$ cat src/rtl/switch_unpack.sv
// Receive side of the sign-select 3-bit switch: undoes the token inversion and pairs an
// upper-half token with a lower-half token into a 6-bit word on a valid/ready output.
module switch_unpack #(
    parameter int unsigned CNT_W = 8
) (
    input  logic             clk,
    input  logic             rst,
    input  logic             clr,
    input  logic             in_valid,
    output logic             in_ready,
    input  logic             in_sel,
    input  logic [2:0]       in_data,
    output logic             out_valid,
    input  logic             out_ready,
    output logic [5:0]       word_out,
    output logic             err,
    output logic [CNT_W-1:0] word_cnt,
    output logic [CNT_W-1:0] err_cnt
);

    typedef enum logic [1:0] {
        StWaitHi = 2'd0,
        StWaitLo = 2'd1,
        StFull   = 2'd2
    } state_t;

    state_t           state_q, state_d;
    logic [2:0]       hi_q, hi_d;
    logic [5:0]       word_q, word_d;
    logic             err_q, err_d;
    logic [CNT_W-1:0] word_cnt_q, word_cnt_d;
    logic [CNT_W-1:0] err_cnt_q, err_cnt_d;
    logic             accept;
    logic             order_err;

    // in_ready depends on registered state only, never on out_ready.
    assign in_ready  = (state_q != StFull);
    assign out_valid = (state_q == StFull);
    assign accept    = in_valid && in_ready;
    assign word_out  = word_q;
    assign err       = err_q;
    assign word_cnt  = word_cnt_q;
    assign err_cnt   = err_cnt_q;

    always_comb begin
        state_d    = state_q;
        hi_d       = hi_q;
        word_d     = word_q;
        word_cnt_d = word_cnt_q;
        order_err  = 1'b0;

        if (clr) begin
            // Flush any partial or held word; a coincident handshake is discarded.
            state_d = StWaitHi;
            hi_d    = '0;
        end else begin
            unique case (state_q)
                StWaitHi: begin
                    if (accept) begin
                        if (in_sel) begin
                            hi_d    = ~in_data;
                            state_d = StWaitLo;
                        end else begin
                            order_err = 1'b1;
                        end
                    end
                end
                StWaitLo: begin
                    if (accept) begin
                        if (in_sel) begin
                            // Newest upper half wins.
                            hi_d      = ~in_data;
                            order_err = 1'b1;
                        end else begin
                            word_d  = {hi_q, ~in_data};
                            state_d = StFull;
                        end
                    end
                end
                StFull: begin
                    if (out_ready) begin
                        word_cnt_d = word_cnt_q + CNT_W'(1);
                        state_d    = StWaitHi;
                    end
                end
                default: begin
                    state_d = StWaitHi;
                end
            endcase
        end
    end

    always_comb begin
        err_d     = order_err;
        err_cnt_d = err_cnt_q;
        if (order_err && (err_cnt_q != {CNT_W{1'b1}})) begin
            err_cnt_d = err_cnt_q + CNT_W'(1);
        end
    end

    always_ff @(posedge clk or posedge rst) begin
        if (rst) begin
            state_q    <= StWaitHi;
            hi_q       <= '0;
            word_q     <= '0;
            err_q      <= 1'b0;
            word_cnt_q <= '0;
            err_cnt_q  <= '0;
        end else begin
            state_q    <= state_d;
            hi_q       <= hi_d;
            word_q     <= word_d;
            err_q      <= err_d;
            word_cnt_q <= word_cnt_d;
            err_cnt_q  <= err_cnt_d;
        end
    end

endmodule

$ cat config.mk
export PLATFORM = sky130hd
export DESIGN_NAME = switch_unpack
export DESIGN_NICKNAME = d
export VERILOG_FILES = /design/src/rtl/switch_unpack.sv
export SDC_FILE = /design/constraint.sdc
export NUM_CORES = 1
export LEC_CHECK = 0
export CORE_MARGIN = 8
export CORE_UTILIZATION = 40
export DETAILED_ROUTE_END_ITERATION = 6
export PLACE_DENSITY = 0.69
export SLEW_MARGIN = 25
export SYNTH_ARGS = -nofsm -noshare
export SYNTH_HDL_FRONTEND = slang
export SYNTH_SLANG_ARGS = --single-unit
$ cat constraint.sdc
create_clock -name clk -period 2.2 [get_ports clk]
set_input_delay 0.22 -clock clk [delete_from_list [all_inputs] [get_ports clk]]
set_output_delay 0.22 -clock clk [all_outputs]
set_load 0.01 [all_outputs]
# Yosys cells after proc, flatten, opt, wreduce, memory -nomap -nowiden
# Index checks and enable logic that the tools add are counted.
[totals]
output_inout_bits = 25
wordCells = 48
in_bits = 9
register_bits = 28
[classes]
n_reduce_logical = 11
eq_ne = 9
mux = 17
bitwise_logic = 3
add_sub_neg = 2
[op_table]
columns = ["op", "n"]
rows = [
  ["8-bit by 1-bit adder with 8-bit output (second input constant)", 2],
  ["2-bit 2-to-1 mux", 6],
  ["3-bit 2-to-1 mux", 4],
  ["3-bit != test (second input constant)", 4],
  ["8-bit != test (second input constant)", 1],
  ["2-bit one-hot mux with 3 select lines", 1],
  ["3-bit AND reduction", 2],
  ["2-bit nonzero test", 3],
  ["1-bit 2-to-1 mux", 5],
  ["5-bit AND reduction", 1],
  ["4-bit AND reduction", 1],
  ["3-bit by 2-bit != test with 1-bit output (second input constant)", 1],
  ["3-bit NOT", 1],
  ["2-bit by 1-bit equality test with 1-bit output (second input constant)", 1],
  ["2-bit equality test (second input constant)", 1],
  ["1-bit logical AND", 2],
  ["2-bit logical NOT", 1],
  ["2-bit != test (second input constant)", 1],
  ["1-bit NOT", 2],
  ["1-bit one-hot mux with 2 select lines", 1],
  ["2-bit OR reduction", 1],
]

# Depth between registers and ports, before layout
# Gate-level depths: netlist of the first run.
[depth]
word_depth = 6
mapped_depth = 6
mapped_depth_nobuf = 5

# Least setup slack after synthesis of the first run
# OpenSTA, ideal clock, no wires.
[synth_path]
path_kind = "register to register"
start = "register err_cnt_q[0], in the netlist err_cnt[0]"
end = "register err_cnt_q[1], in the netlist err_cnt[1]"
required_ps = 2075
n_path_buf = 1
arrival_time_ps = 1452
path_stages_with_launch = 7
period_less_slack_ps = 1576
slack_ps = 624
setup_time_ps = 125
cell_sequence = "dfrtp_1 ha_1 and2_1 clkbuf_1 nand3_1 nand2_1 mux2_2"
[synth_via]
elab_chain_cells = 2
word_cells_on_any_way = 3
cone_classes = "1 x add/sub; 1 x eq/ne; 1 x reduce/logical"
[synth_rtl]
columns = ["item", "line_no", "source"]
rows = [
  ["start: declaration", "32", "logic [CNT_W-1:0] err_cnt_q, err_cnt_d;"],
  ["start signal: assignment", "115", "err_cnt_q <= err_cnt_d;"],
  ["branches (longest 2 deep; another with 8-bit by 1-bit adder with 8-bit output)", "n/a", ""],
]
# Several ways; the timed one is not identified.
# A chain may end at the register's enable or synchronous reset.

# Worst setup path after layout of the first run
[layout_path]
start = "register state_q[0]"
end = "output port out_valid"
[layout_via]
elab_chain_cells = 1
[layout_rtl]
columns = ["item", "line_no", "source"]
rows = [
  ["start: declaration", "27", "state_t state_q, state_d;"],
  ["start signal: assignment", "103", "state_q <= StWaitHi;"],
  ["start signal: assignment", "110", "state_q <= state_d;"],
  ["2-bit equality test", "38", "assign out_valid = (state_q == StFull);"],
  ["end: declaration", "13", "output logic out_valid,"],
]
# No other way between the ends.

==> report_table.html, run 1 <==
<table>
<tr><th>Metric</th><th>Value</th></tr>
<tr><th colspan="2">STA</th></tr>
<tr><td>Slew headroom</td><td>74.2%</td></tr>
<tr><td>Setup Skew</td><td>0.00262 ns</td></tr>
<tr><td>Hold Vio Cnt, Final</td><td>0</td></tr>
<tr><td>Setup TNS Final</td><td>0 ns</td></tr>
<tr><td>Portion of the clock cycle consumed by the worst path in the final layout</td><td>82.2%</td></tr>
<tr><td>Time the worst path needs with I/O delays and setup</td><td>1.81 ns</td></tr>
<tr><td>Transition time at the pin with the least slew margin</td><td>0.385 ns</td></tr>
<tr><td>Setup repair after global routing missed its margin</td><td>no</td></tr>
<tr><td>Final Max Tran Viols</td><td>0</td></tr>
<tr><td>Fmax</td><td>553 MHz</td></tr>
<tr><td>Final setup vio count</td><td>0</td></tr>
<tr><th colspan="2">Floorplan</th></tr>
<tr><td>Initial Util</td><td>41.1%</td></tr>
<tr><td>Die extent in x</td><td>71.3 um</td></tr>
<tr><td>Placement Rows</td><td>20</td></tr>
<tr><td>Floorplan Core Area</td><td>2980 sq um</td></tr>
<tr><td>Die Span Y</td><td>71.3 um</td></tr>
<tr><td>Die footprint</td><td>5080 sq um</td></tr>
<tr><td>Top-level port count</td><td>34</td></tr>
<tr><th colspan="2">Final layout</th></tr>
<tr><td>Most used cells in the layout excluding fill and tap cells</td><td>sky130_fd_sc_hd__clkdlybuf4s50_1 (33), sky130_fd_sc_hd__dfrtp_1 (28), sky130_fd_sc_hd__nand2_1 (10)</td></tr>
<tr><td>Post-layout net count</td><td>153</td></tr>
<tr><td>Core occupancy in the finished layout</td><td>54.8%</td></tr>
<tr><td>Antenna diode instance count</td><td>0</td></tr>
<tr><td>Layout overhead on the synthesized area</td><td>33.6%</td></tr>
<tr><td>Footprint of the multi-input gates</td><td>490 sq um</td></tr>
<tr><td>Commonest non-fill, non-tap cell in the layout</td><td>sky130_fd_sc_hd__clkdlybuf4s50_1</td></tr>
<tr><td>Final instance area</td><td>1630 sq um</td></tr>
<tr><td>FILL cells</td><td>272</td></tr>
<tr><td>Ratio of cells with drive above 1 in the final layout</td><td>10.6%</td></tr>
<tr><td>FF/Latch Area</td><td>701 sq um</td></tr>
<tr><th colspan="2">Run</th></tr>
<tr><td>Number of maximum-capacitance violations</td><td>0</td></tr>
<tr><th colspan="2">Power and ir drop</th></tr>
<tr><td>Leakage power total</td><td>0.729 nW</td></tr>
<tr><td>Fraction of power consumed by sequential logic</td><td>52.9%</td></tr>
<tr><td>Power density normalized to cell area</td><td>758 nW/um^2</td></tr>
<tr><td>Switching Share</td><td>28.8%</td></tr>
<tr><td>Internal power component</td><td>0.881 mW</td></tr>
<tr><td>Share of power burned in the clock network</td><td>20.1%</td></tr>
<tr><td>Combinational share of power</td><td>26.9%</td></tr>
<tr><td>Sw power</td><td>0.357 mW</td></tr>
<tr><td>Largest vdd supply drop</td><td>336 uV</td></tr>
<tr><th colspan="2">Setup path</th></tr>
<tr><td>CP max stage delay</td><td>0.53 ns</td></tr>
<tr><td>Ordered list of cells on the worst path</td><td>nand2b_1, inv_1, clkdlybuf4s50_1</td></tr>
<tr><td>Worst-path cell with the longest stage delay</td><td>sky130_fd_sc_hd__clkdlybuf4s50_1</td></tr>
<tr><td>Max Fanout on Critical Path</td><td>5</td></tr>
<tr><td>Worst Setup Path Type</td><td>reg2out</td></tr>
<tr><td>Capturing element type of the critical path</td><td>output port</td></tr>
<tr><td>Category of the worst setup path launch point</td><td>register</td></tr>
<tr><td>Req. time, crit path</td><td>1.98 ns</td></tr>
<tr><td>CP Data Arrival Time</td><td>1.59 ns</td></tr>
<tr><th colspan="2">Drt</th></tr>
<tr><td>Drc violations</td><td>0</td></tr>
<tr><td>ANT nets after route</td><td>0</td></tr>
<tr><td>DRT Wirelength</td><td>2.58 mm</td></tr>
<tr><td>Final routed wire length divided by cell count</td><td>14.8 um</td></tr>
<tr><td>Number of iterations in the first detailed-routing pass</td><td>4</td></tr>
<tr><td>Routed vias/inst</td><td>5.25</td></tr>
<tr><td>Via count</td><td>914</td></tr>
<tr><td>Count of routing violations after the opening detailed-route iteration</td><td>45</td></tr>
<tr><th colspan="2">Global routing</th></tr>
<tr><td>First-pass GRT wire length</td><td>4.64 mm</td></tr>
<tr><td>Global Route Usage Sum</td><td>11.0%</td></tr>
<tr><td>Number of global-route vias before repair</td><td>1038</td></tr>
<tr><td>Number of antenna violations at the first check in global routing</td><td>0</td></tr>
<tr><td>Overflow left after global routing</td><td>0</td></tr>
<tr><td>Largest net degree at the start of global routing</td><td>29</td></tr>
<tr><th colspan="2">Clock tree</th></tr>
<tr><td>Maximum buffer depth of the clock tree</td><td>2</td></tr>
<tr><td>Clock-pin slew on the worst setup and hold paths</td><td>0.15 ns</td></tr>
<tr><td>Clock tree from TritonCTS</td><td>done</td></tr>
<tr><td>Number of buffers added for setup after CTS</td><td>0</td></tr>
<tr><td>Number of buffers inserted during clock tree synthesis</td><td>3</td></tr>
<tr><td>Clk_lat worst skew</td><td>0.32 ns</td></tr>
<tr><td>Number of hold buffers added after CTS</td><td>0</td></tr>
<tr><td>Maximum level of the CTS H-tree</td><td>1</td></tr>
<tr><td>Clock Sinks</td><td>28</td></tr>
<tr><td>Clock Tree Root</td><td>sky130_fd_sc_hd__clkbuf_4</td></tr>
<tr><td>Count of instances resized after the clock tree is built</td><td>0</td></tr>
<tr><th colspan="2">Placement</th></tr>
<tr><td>Placement Cell Area</td><td>1600 sq um</td></tr>
<tr><td>HPWL Detailed</td><td>1.96 mm</td></tr>
<tr><td>Placer Congestion</td><td>0.758</td></tr>
<tr><td>Count of input and output buffers</td><td>33</td></tr>
<tr><th colspan="2">Synthesis</th></tr>
<tr><td>Leading cell types by total area after synthesis</td><td>sky130_fd_sc_hd__dfrtp_1 (57%), sky130_fd_sc_hd__xnor2_1 (6.4%), sky130_fd_sc_hd__mux2_2 (4.6%)</td></tr>
<tr><td>Net count after synthesis</td><td>115</td></tr>
<tr><td>Synthesis warning total</td><td>0</td></tr>
<tr><td>Post-Syn Instances</td><td>104</td></tr>
<tr><td>Register bit total from synthesis</td><td>28</td></tr>
<tr><td>Post-Synthesis Mean Instance Area</td><td>11.8 sq um</td></tr>
<tr><td>Cell type with the highest aggregate area in the netlist</td><td>sky130_fd_sc_hd__dfrtp_1</td></tr>
<tr><td>Seq/Total Area, Yosys</td><td>57.3%</td></tr>
<tr><td>Area share of the leading cell type in the synthesized netlist</td><td>57.3%</td></tr>
<tr><td>Post-Syn Area</td><td>1220 sq um</td></tr>
<tr><td>Yosys cell types</td><td>30</td></tr>
<tr><th colspan="2">Worst hold path</th></tr>
<tr><td>Worst min-delay path class</td><td>in2async</td></tr>
<tr><th colspan="2">Status</th></tr>
<tr><td>Status</td><td>completed</td></tr>
</table>
[cells in the mapped netlist]
master and n:
sky130_fd_sc_hd__o31ai_1 1, sky130_fd_sc_hd__nor2b_1 1, sky130_fd_sc_hd__nor4bb_1 1, sky130_fd_sc_hd__nor2_1 5
sky130_fd_sc_hd__buf_6 1, sky130_fd_sc_hd__xnor2_1 9, sky130_fd_sc_hd__mux2_2 5, sky130_fd_sc_hd__nand3_1 3
sky130_fd_sc_hd__and4_4 1, sky130_fd_sc_hd__mux2_4 1, sky130_fd_sc_hd__nand4_1 5, sky130_fd_sc_hd__and3_1 4
sky130_fd_sc_hd__inv_1 3, sky130_fd_sc_hd__and2_1 2, sky130_fd_sc_hd__a21oi_1 2, sky130_fd_sc_hd__a211oi_1 4
sky130_fd_sc_hd__nand2_1 10, sky130_fd_sc_hd__a41oi_1 1, sky130_fd_sc_hd__nand2b_1 2, sky130_fd_sc_hd__ha_1 2
sky130_fd_sc_hd__nor3_1 1, sky130_fd_sc_hd__clkbuf_1 1, sky130_fd_sc_hd__nor3b_2 1, sky130_fd_sc_hd__dfrtp_1 28
sky130_fd_sc_hd__o21ai_0 3, sky130_fd_sc_hd__buf_2 1, sky130_fd_sc_hd__a31oi_1 2, sky130_fd_sc_hd__xor2_1 2
sky130_fd_sc_hd__and4_1 1, sky130_fd_sc_hd__nand3b_1 1
[flip-flops by register name (all words and copies together), names as in the netlist]
register and count:
word_out 6, err 1, state_q 2, word_cnt 8, err_cnt 8, hi_q 3
[layer usage]
| layer | wire length (um) | GRT usage [%] |
|---|---|---|
| met2 | 1300 | 18.4 |
| met5 | 0 | 0 |
| met4 | 18 | 4.16 |
| met1 | 1090 | 12.7 |
| met3 | 167 | 3.63 |
[cell type report]
type                    instances  area share, %
well taps                      33           2.53
clock buffers                   4           2.22
flip-flops and latches         28           42.9
inverters                       3          0.690
repair buffers                 36           21.6
multi-input cells              70           30.0
[power by group through the flow]
stage          Combinational [mW]  Clock (mW)  Sequential (mW)
3_5_place_dp                0.339           0            0.667
6_report                    0.333       0.249            0.655
4_1_cts                     0.342       0.258            0.657
3_3_place_gp                0.330           0            0.662
2_1_floorplan               0.120           0            0.688
5_1_grt                     0.367       0.277            0.669
[critical path: cells and delay by family, from the launching register on]
kind	cells	cell delay [ns]
simple gates	1	0.21
buf+inv	2	0.60
flops	1	0.46
[final timing paths]
kind	startpoint	end	slack (ns)	cells after the start
min in group clk	out_ready	state_q[1]	0.46	2
worst max register to register	err_cnt[0]	err_cnt[1]	0.61	5
worst min register to register	word_cnt[7]	word_cnt[7]	0.47	1
max in group asynchronous	rst	err_cnt[6]	1.71	3
worst max-delay path	state_q[0]	out_valid	0.39	3
worst min-delay path	rst	word_cnt[6]	0.24	3
[stage by stage]
stage | instances | power (mW) | hold WS (ns) | setup WS [ns]
after detailed placement | 170 | 1.01 | 0.457 | 0.286
final | 174 | 1.24 | 0.239 | 0.391
after CTS | 174 | 1.26 | 0.254 | 0.372
after global routing | 174 | 1.31 | 0.282 | 0.328
after floorplan | 104 | 0.808 | 0.285 | 0.624
after global placement | 170 | 0.992 | 0.457 | 0.337
[cell families after synthesis]
| kind of cell | Yosys count | share of synthesized area [%] |
|---|---|---|
| fa+ha+maj | 2 | 2.05 |
| mux | 6 | 5.83 |
| simple gates | 38 | 17.5 |
| xor+xnor | 11 | 7.88 |
| buf+inv | 6 | 2.56 |
| compound gates | 13 | 6.86 |
| flops | 28 | 57.3 |
Power figures use the tool's default switching activity.
==> run 2, diff against run 1 <==
Clock period 2.2 ns to 1.79 ns, I/O delays scaled along.
==> report_table.html, run 2 (synthesis results as in run 1) <==
<table>
<tr><th>Metric</th><th>Value</th></tr>
<tr><th colspan="2">Clock tree</th></tr>
<tr><td>Clock-pin slew on the worst setup and hold paths</td><td>0.14 ns (about the same)</td></tr>
<tr><td>Clock Sinks</td><td>28 (unchanged)</td></tr>
<tr><td>Clock Tree Root</td><td>sky130_fd_sc_hd__clkbuf_4</td></tr>
<tr><td>Maximum buffer depth of the clock tree</td><td>2 (unchanged)</td></tr>
<tr><td>Number of buffers inserted during clock tree synthesis</td><td>3 (unchanged)</td></tr>
<tr><td>Clock tree from TritonCTS</td><td>done</td></tr>
<tr><td>Maximum level of the CTS H-tree</td><td>1 (unchanged)</td></tr>
<tr><td>Clk_lat worst skew</td><td>0.32 ns (about the same)</td></tr>
<tr><th colspan="2">Power and ir drop</th></tr>
<tr><td>Fraction of power consumed by sequential logic</td><td>52.9% (about the same)</td></tr>
<tr><td>Leakage power total</td><td>0.743 nW (+1.9%)</td></tr>
<tr><td>Power density normalized to cell area</td><td>919 nW/um^2 (+21%)</td></tr>
<tr><td>Sw power</td><td>0.435 mW (+22%)</td></tr>
<tr><td>Internal power component</td><td>1.09 mW (+23%)</td></tr>
<tr><td>Switching Share</td><td>28.6% (-0.29 points)</td></tr>
<tr><td>Share of power burned in the clock network</td><td>19.8% (-0.3 points)</td></tr>
<tr><td>Largest vdd supply drop</td><td>534 uV (+59%)</td></tr>
<tr><td>Combinational share of power</td><td>27.3% (+0.4 points)</td></tr>
<tr><td>Total Power</td><td>1.52 mW (+23%)</td></tr>
<tr><th colspan="2">Global routing</th></tr>
<tr><td>Overflow left after global routing</td><td>0 (unchanged)</td></tr>
<tr><td>Global Route Usage Sum</td><td>10.8% (-0.24 points)</td></tr>
<tr><td>Number of global-route vias before repair</td><td>964 (-7.1%)</td></tr>
<tr><td>First-pass GRT wire length</td><td>4.37 mm (-5.8%)</td></tr>
<tr><td>Largest net degree at the start of global routing</td><td>29 (unchanged)</td></tr>
<tr><td>Number of antenna violations at the first check in global routing</td><td>0 (unchanged)</td></tr>
<tr><th colspan="2">Floorplan</th></tr>
<tr><td>Die Span Y</td><td>71.3 um (unchanged)</td></tr>
<tr><td>Initial Util</td><td>41.1% (unchanged)</td></tr>
<tr><td>Die extent in x</td><td>71.3 um (unchanged)</td></tr>
<tr><td>Placement Rows</td><td>20 (unchanged)</td></tr>
<tr><td>Top-level port count</td><td>34 (unchanged)</td></tr>
<tr><td>Die footprint</td><td>5080 sq um (unchanged)</td></tr>
<tr><td>Floorplan Core Area</td><td>2980 sq um (unchanged)</td></tr>
<tr><th colspan="2">Final layout</th></tr>
<tr><td>Commonest non-fill, non-tap cell in the layout</td><td>sky130_fd_sc_hd__clkdlybuf4s50_1</td></tr>
<tr><td>Ratio of cells with drive above 1 in the final layout</td><td>13.2% (+2.6 points)</td></tr>
<tr><td>Layout overhead on the synthesized area</td><td>35.5%</td></tr>
<tr><td>Final instance area</td><td>1660 sq um (+1.5%)</td></tr>
<tr><td>Core occupancy in the finished layout</td><td>55.6% (+0.80 points)</td></tr>
<tr><td>Non-filler cells in the finished layout</td><td>177 (+1.7%)</td></tr>
<tr><td>Post-layout net count</td><td>156 (+2.0%)</td></tr>
<tr><td>Most used cells in the layout excluding fill and tap cells</td><td>sky130_fd_sc_hd__clkdlybuf4s50_1 (33), sky130_fd_sc_hd__dfrtp_1 (27), sky130_fd_sc_hd__nand2_1 (10)</td></tr>
<tr><td>Antenna diode instance count</td><td>0 (unchanged)</td></tr>
<tr><th colspan="2">Setup path</th></tr>
<tr><td>CP max stage delay</td><td>0.53 ns (about the same)</td></tr>
<tr><td>Startpoint of the most critical register-to-register path</td><td>state_q[0]</td></tr>
<tr><td>Worst Setup Path Type</td><td>reg2out</td></tr>
<tr><td>R2r worst-path depth</td><td>6 (+1)</td></tr>
<tr><td>Capturing element type of the critical path</td><td>output port</td></tr>
<tr><td>Slack of the worst reg-to-reg path</td><td>0.18 ns (-0.43 ns)</td></tr>
<tr><td>Ordered list of cells on the worst path</td><td>nand2b_1, inv_1, clkdlybuf4s50_1</td></tr>
<tr><td>Worst-path cell with the longest stage delay</td><td>sky130_fd_sc_hd__clkdlybuf4s50_1</td></tr>
<tr><td>Terminus of the critical flop-to-flop path</td><td>err_cnt[1]</td></tr>
<tr><td>Critical path's top delay family</td><td>buffers and inverters</td></tr>
<tr><td>CP Data Arrival Time</td><td>1.56 ns (-0.03 ns)</td></tr>
<tr><td>Category of the worst setup path launch point</td><td>register</td></tr>
<tr><td>Count of buffer and inverter cells on the critical path</td><td>2 (unchanged)</td></tr>
<tr><td>Req. time, crit path</td><td>1.61 ns (-0.37 ns)</td></tr>
<tr><td>Max Fanout on Critical Path</td><td>4 (-1)</td></tr>
<tr><th colspan="2">STA</th></tr>
<tr><td>Final setup vio count</td><td>0 (unchanged)</td></tr>
<tr><td>Hold Vio Cnt, Final</td><td>0 (unchanged)</td></tr>
<tr><td>Slew headroom</td><td>73.1% (-1.1 points)</td></tr>
<tr><td>Setup TNS Final</td><td>0 ns (unchanged)</td></tr>
<tr><td>Final worst hold slack</td><td>0.196 ns (-0.0427 ns)</td></tr>
<tr><td>Fmax</td><td>575 MHz</td></tr>
<tr><td>Final Max Tran Viols</td><td>0 (unchanged)</td></tr>
<tr><td>Portion of the clock cycle consumed by the worst path in the final layout</td><td>97.2%</td></tr>
<tr><td>Setup Skew</td><td>0.00284 ns (+0.000221 ns)</td></tr>
<tr><td>Post-route setup slack</td><td>0.0510 ns (-0.340 ns)</td></tr>
<tr><td>Time the worst path needs with I/O delays and setup</td><td>1.74 ns</td></tr>
<tr><td>Transition time at the pin with the least slew margin</td><td>0.402 ns (+0.0167 ns)</td></tr>
<tr><th colspan="2">Drt</th></tr>
<tr><td>ANT nets after route</td><td>0 (unchanged)</td></tr>
<tr><td>Count of routing violations after the opening detailed-route iteration</td><td>24 (-47%)</td></tr>
<tr><td>Number of iterations in the first detailed-routing pass</td><td>4 (unchanged)</td></tr>
<tr><td>Via count</td><td>927 (+1.4%)</td></tr>
<tr><td>Drc violations</td><td>0 (unchanged)</td></tr>
<tr><td>Final routed wire length divided by cell count</td><td>14.4 um (-2.6%)</td></tr>
<tr><td>DRT Wirelength</td><td>2.55 mm (-0.97%)</td></tr>
<tr><td>Routed vias/inst</td><td>5.24 (-0.30%)</td></tr>
<tr><th colspan="2">Status</th></tr>
<tr><td>Status</td><td>completed</td></tr>
<tr><th colspan="2">Placement</th></tr>
<tr><td>Placed cell count</td><td>171 (+0.59%)</td></tr>
<tr><td>Count of input and output buffers</td><td>33 (unchanged)</td></tr>
<tr><td>HPWL Detailed</td><td>1.92 mm (-2.1%)</td></tr>
<tr><td>Placement Cell Area</td><td>1600 sq um (+0.47%)</td></tr>
<tr><td>Pre-CTS setup slack</td><td>0.0477 ns (-0.239 ns)</td></tr>
<tr><td>Placer Congestion</td><td>0.736 (-2.8%)</td></tr>
<tr><th colspan="2">Run</th></tr>
<tr><td>Number of maximum-capacitance violations</td><td>0 (unchanged)</td></tr>
<tr><th colspan="2">Worst hold path</th></tr>
<tr><td>Worst min-delay path class</td><td>in2async</td></tr>
</table>
==> run 2: layout make-up <==
cell class | count | area [sq um]
fillers | 278 | 1320
flip-flops and latches | 28 | 702
multi-input cells | 70 | 490
repair buffers | 39 | 375
well taps | 33 | 41.3
clock buffers | 4 | 36.3
inverters | 3 | 11.3
==> run 2: power groups by stage <==
stage                     clock network, mW  logic [mW]  registers [mW]
after floorplan                           0       0.148           0.846
after global placement                    0       0.408           0.814
after detailed placement                  0       0.420           0.820
after CTS                             0.314       0.422           0.807
after global routing                  0.333       0.460           0.819
final                                 0.301       0.415           0.806
==> run 2: routing by layer <==
| layer | GRT usage (%) | up-vias | part of all wire [%] |
|---|---|---|---|
| met3 | 5.16 | 5 | 11 |
| met1 | 11.0 | 448 | 40 |
| met2 | 17.9 | 29 | 47 |
| li1 | - | 445 | - |
| met5 | 0 | - | 0 |
| met4 | 5.54 | 0 | 2.0 |
==> run 2: worst register-to-register path: cells and delay by family (launching register included) <==
family | cells | cell delay [ns]
xor+xnor | 1 | 0.13
buf+inv | 2 | 0.30
flops | 1 | 0.46
mux | 1 | 0.34
simple gates | 2 | 0.29
==> run 2: what timing repair did <==
action,in CTS,in global routing
setup endpoints to repair,0,1
gates resized for setup,0,1
hold buffers,0,0
setup buffers,0,2
==> run 2: worst max path at each step <==
stage | start | end | slack [ns] | cells past startpoint
after global placement | clr | word_cnt[7] | 0.07 | 6
after detailed placement | clr | err_cnt[1] | 0.05 | 6
after global routing | state_q[0] | out_valid | -0.006 | 3
after floorplan | err_cnt[0] | err_cnt[1] | 0.21 | 6
after CTS | state_q[0] | out_valid | 0.009 | 3
final | state_q[0] | out_valid | 0.05 | 3
==> run 3, diff against run 2 <==
==> constraint.sdc (replaced) <==
create_clock -name clk -period 1.79 [get_ports clk]
set_input_delay 0.358 -clock clk [delete_from_list [all_inputs] [get_ports clk]]
set_output_delay 0.358 -clock clk [all_outputs]
set_load 0.01 [all_outputs]
==> report_table.html, run 3 (synthesis results as in run 1) <==
<table>
<tr><th>Metric</th><th>Value</th></tr>
<tr><th colspan="2">Power and ir drop</th></tr>
<tr><td>Sw power</td><td>0.446 mW (+2.6%)</td></tr>
<tr><td>Total Power</td><td>1.54 mW (+1.2%)</td></tr>
<tr><td>Internal power component</td><td>1.09 mW (+0.63%)</td></tr>
<tr><td>Leakage power total</td><td>0.781 nW (+5.1%)</td></tr>
<tr><td>Largest vdd supply drop</td><td>509 uV (-4.6%)</td></tr>
<tr><td>Combinational share of power</td><td>27.2% (about the same)</td></tr>
<tr><td>Switching Share</td><td>28.9% (+0.40 points)</td></tr>
<tr><td>Power density normalized to cell area</td><td>903 nW/um^2 (-1.7%)</td></tr>
<tr><td>Fraction of power consumed by sequential logic</td><td>52.4% (-0.5 points)</td></tr>
<tr><td>Share of power burned in the clock network</td><td>20.3% (+0.5 points)</td></tr>
<tr><th colspan="2">Final layout</th></tr>
<tr><td>Layout overhead on the synthesized area</td><td>39.5%</td></tr>
<tr><td>Non-filler cells in the finished layout</td><td>184 (+4.0%)</td></tr>
<tr><td>Antenna diode instance count</td><td>0 (unchanged)</td></tr>
<tr><td>Post-layout net count</td><td>163 (+4.5%)</td></tr>
<tr><td>FILL cells</td><td>253 (-9.0%)</td></tr>
<tr><td>Ratio of cells with drive above 1 in the final layout</td><td>16.6% (+3.4 points)</td></tr>
<tr><td>Commonest non-fill, non-tap cell in the layout</td><td>sky130_fd_sc_hd__clkdlybuf4s50_1</td></tr>
<tr><td>Core occupancy in the finished layout</td><td>57.3% (+1.6 points)</td></tr>
<tr><td>Most used cells in the layout excluding fill and tap cells</td><td>sky130_fd_sc_hd__clkdlybuf4s50_1 (31), sky130_fd_sc_hd__dfrtp_1 (28), sky130_fd_sc_hd__buf_4 (13)</td></tr>
<tr><th colspan="2">Clock tree</th></tr>
<tr><td>Clk_lat worst skew</td><td>0.33 ns (about the same)</td></tr>
<tr><td>Clock tree from TritonCTS</td><td>done</td></tr>
<tr><td>Maximum level of the CTS H-tree</td><td>1 (unchanged)</td></tr>
<tr><td>Clock Sinks</td><td>28 (unchanged)</td></tr>
<tr><td>Number of buffers inserted during clock tree synthesis</td><td>3 (unchanged)</td></tr>
<tr><td>Clock Tree Root</td><td>sky130_fd_sc_hd__clkbuf_4</td></tr>
<tr><td>Clock-pin slew on the worst setup and hold paths</td><td>0.15 ns (about the same)</td></tr>
<tr><td>Maximum buffer depth of the clock tree</td><td>2 (unchanged)</td></tr>
<tr><th colspan="2">Setup path</th></tr>
<tr><td>Req. time, crit path</td><td>1.43 ns (-0.18 ns)</td></tr>
<tr><td>Max Fanout on Critical Path</td><td>6 (+2)</td></tr>
<tr><td>Category of the worst setup path launch point</td><td>register</td></tr>
<tr><td>Worst Setup Path Type</td><td>reg2out</td></tr>
<tr><td>CP max stage delay</td><td>0.58 ns (+0.05 ns)</td></tr>
<tr><td>Critical path's top delay family</td><td>buffers and inverters</td></tr>
<tr><td>Worst-path cell with the longest stage delay</td><td>sky130_fd_sc_hd__clkdlybuf4s50_1</td></tr>
<tr><td>Count of buffer and inverter cells on the critical path</td><td>1 (-1)</td></tr>
<tr><td>Ordered list of cells on the worst path</td><td>clkdlybuf4s50_1</td></tr>
<tr><td>CP startpoint</td><td>err_cnt[3]</td></tr>
<tr><td>CP Data Arrival Time</td><td>1.38 ns (-0.18 ns)</td></tr>
<tr><td>Startpoint of the most critical register-to-register path</td><td>state_q[0]</td></tr>
<tr><td>Capturing element type of the critical path</td><td>output port</td></tr>
<tr><th colspan="2">Global routing</th></tr>
<tr><td>First-pass GRT wire length</td><td>4.54 mm (+4.0%)</td></tr>
<tr><td>GR peak layer</td><td>met2</td></tr>
<tr><td>Largest net degree at the start of global routing</td><td>29 (unchanged)</td></tr>
<tr><td>Met2 Resource Use GR</td><td>19.2% (+1.3 points)</td></tr>
<tr><td>GR Layer Usage met1</td><td>11.1% (+0.14 points)</td></tr>
<tr><td>Number of antenna violations at the first check in global routing</td><td>0 (unchanged)</td></tr>
<tr><td>Overflow left after global routing</td><td>0 (unchanged)</td></tr>
<tr><td>Number of global-route vias before repair</td><td>1039 (+7.8%)</td></tr>
<tr><td>Met3 GRT Util</td><td>3.91% (-1.3 points)</td></tr>
<tr><td>Global Route Usage Sum</td><td>10.9% (+0.17 points)</td></tr>
<tr><th colspan="2">Floorplan</th></tr>
<tr><td>Placement Rows</td><td>20 (unchanged)</td></tr>
<tr><td>Top-level port count</td><td>34 (unchanged)</td></tr>
<tr><td>Floorplan Core Area</td><td>2980 sq um (unchanged)</td></tr>
<tr><td>Die Span Y</td><td>71.3 um (unchanged)</td></tr>
<tr><td>Die footprint</td><td>5080 sq um (unchanged)</td></tr>
<tr><td>Initial Util</td><td>41.1% (unchanged)</td></tr>
<tr><td>Die extent in x</td><td>71.3 um (unchanged)</td></tr>
<tr><th colspan="2">STA</th></tr>
<tr><td>Slew headroom</td><td>76.6% (+3.5 points)</td></tr>
<tr><td>Time the worst path needs with I/O delays and setup</td><td>1.74 ns (-0.00370 ns)</td></tr>
<tr><td>Setup Skew</td><td>0.00936 ns (+0.00652 ns)</td></tr>
<tr><td>Portion of the clock cycle consumed by the worst path in the final layout</td><td>96.9% (-0.21 points)</td></tr>
<tr><td>Final worst hold slack</td><td>0.360 ns (+0.164 ns)</td></tr>
<tr><td>Hold Vio Cnt, Final</td><td>0 (unchanged)</td></tr>
<tr><td>Transition time at the pin with the least slew margin</td><td>0.351 ns (-0.0512 ns)</td></tr>
<tr><td>Final Max Tran Viols</td><td>0 (unchanged)</td></tr>
<tr><td>Fmax</td><td>576 MHz (+0.21%)</td></tr>
<tr><td>Final setup vio count</td><td>0 (unchanged)</td></tr>
<tr><td>Setup repair after global routing missed its margin</td><td>no</td></tr>
<tr><td>Setup TNS Final</td><td>0 ns (unchanged)</td></tr>
<tr><th colspan="2">Worst hold path</th></tr>
<tr><td>Worst min-delay path class</td><td>in2async</td></tr>
<tr><th colspan="2">Placement</th></tr>
<tr><td>HPWL Detailed</td><td>2.03 mm (+5.6%)</td></tr>
<tr><td>Placed cell count</td><td>179 (+4.7%)</td></tr>
<tr><td>Count of input and output buffers</td><td>33 (unchanged)</td></tr>
<tr><td>Placer Congestion</td><td>0.781 (+6.1%)</td></tr>
<tr><th colspan="2">Run</th></tr>
<tr><td>Number of maximum-capacitance violations</td><td>0 (unchanged)</td></tr>
<tr><th colspan="2">Drt</th></tr>
<tr><td>Final routed wire length divided by cell count</td><td>14.3 um (-0.87%)</td></tr>
<tr><td>Drc violations</td><td>0 (unchanged)</td></tr>
<tr><td>Routed vias/inst</td><td>5.25 (+0.24%)</td></tr>
<tr><td>Via count</td><td>966 (+4.2%)</td></tr>
<tr><td>Count of routing violations after the opening detailed-route iteration</td><td>15 (-38%)</td></tr>
<tr><td>ANT nets after route</td><td>0 (unchanged)</td></tr>
<tr><td>DRT Wirelength</td><td>2.63 mm (+3.1%)</td></tr>
<tr><td>Number of iterations in the first detailed-routing pass</td><td>4 (unchanged)</td></tr>
<tr><th colspan="2">Status</th></tr>
<tr><td>Status</td><td>completed</td></tr>
</table>
run 3: changes by cell type in the layout (fill, tap and decap cells not counted), sizes merged:
cell and delta:
buf +7, clkdlybuf4s50 -2, dlygate4sd2 +2
run 3: area by class of cell:
| class | count | area, sq um | share of cell area (%) |
|---|---|---|---|
| Tap cell | 33 | 41.3 | 2.42 |
| Sequential cell | 28 | 701 | 41.1 |
| Timing Repair Buffer | 46 | 425 | 24.9 |
| Clock buffer | 4 | 36.3 | 2.13 |
| Inverter | 3 | 11.3 | 0.660 |
| Multi-Input combinational cell | 70 | 490 | 28.8 |
run 3: routing by layer:
layer  up-vias  share of wire, %
met3         5               6.8
met1       471                40
li1        465                 -
met4         0               1.8
met2        25                51
met5         -                 0
run 3: through the flow:
| step | worst slack (ns) | instance area [sq um] |
|---|---|---|
| 2_1_floorplan | 0.214 | 1220 |
| 3_3_place_gp | -0.109 | 1660 |
| 3_5_place_dp | -0.140 | 1660 |
| 4_1_cts | 0.0330 | 1710 |
| 5_1_grt | 0.00623 | 1710 |
| 6_report | 0.0547 | 1710 |
run 3: tightest hold or removal path: stages:
cell and delay [ns]:
sky130_fd_sc_hd__clkdlybuf4s50_1 0.39, sky130_fd_sc_hd__inv_1 0.05, sky130_fd_sc_hd__buf_4 0.32
run 3: final timing paths:
kind | end | slack [ns] | depth (start not counted)
worst min register to register | word_cnt[7] | 0.47 | 1
min in group clk | word_cnt[7] | 0.47 | 1
worst max-delay path | err_cnt[3] | 0.05 | 1
worst max register to register | word_cnt[7] | 0.21 | 6
worst min-delay path | word_cnt[6] | 0.36 | 3
max in group asynchronous | err | 1.17 | 3
run 3: power by group through the flow:
stage	combinational (mW)	sequential, mW	clock (mW)
2_1_floorplan	0.148	0.846	0
3_3_place_gp	0.418	0.814	0
3_5_place_dp	0.424	0.823	0
4_1_cts	0.429	0.809	0.324
5_1_grt	0.461	0.824	0.340
6_report	0.419	0.808	0.313
run 3: timing repair:
item	in CTS	in global routing
setup endpoints to repair	2	0
endpoints found under the hold margin	0	0
setup buffers	1	0
hold buffers	0	0
gates resized for setup	2	0
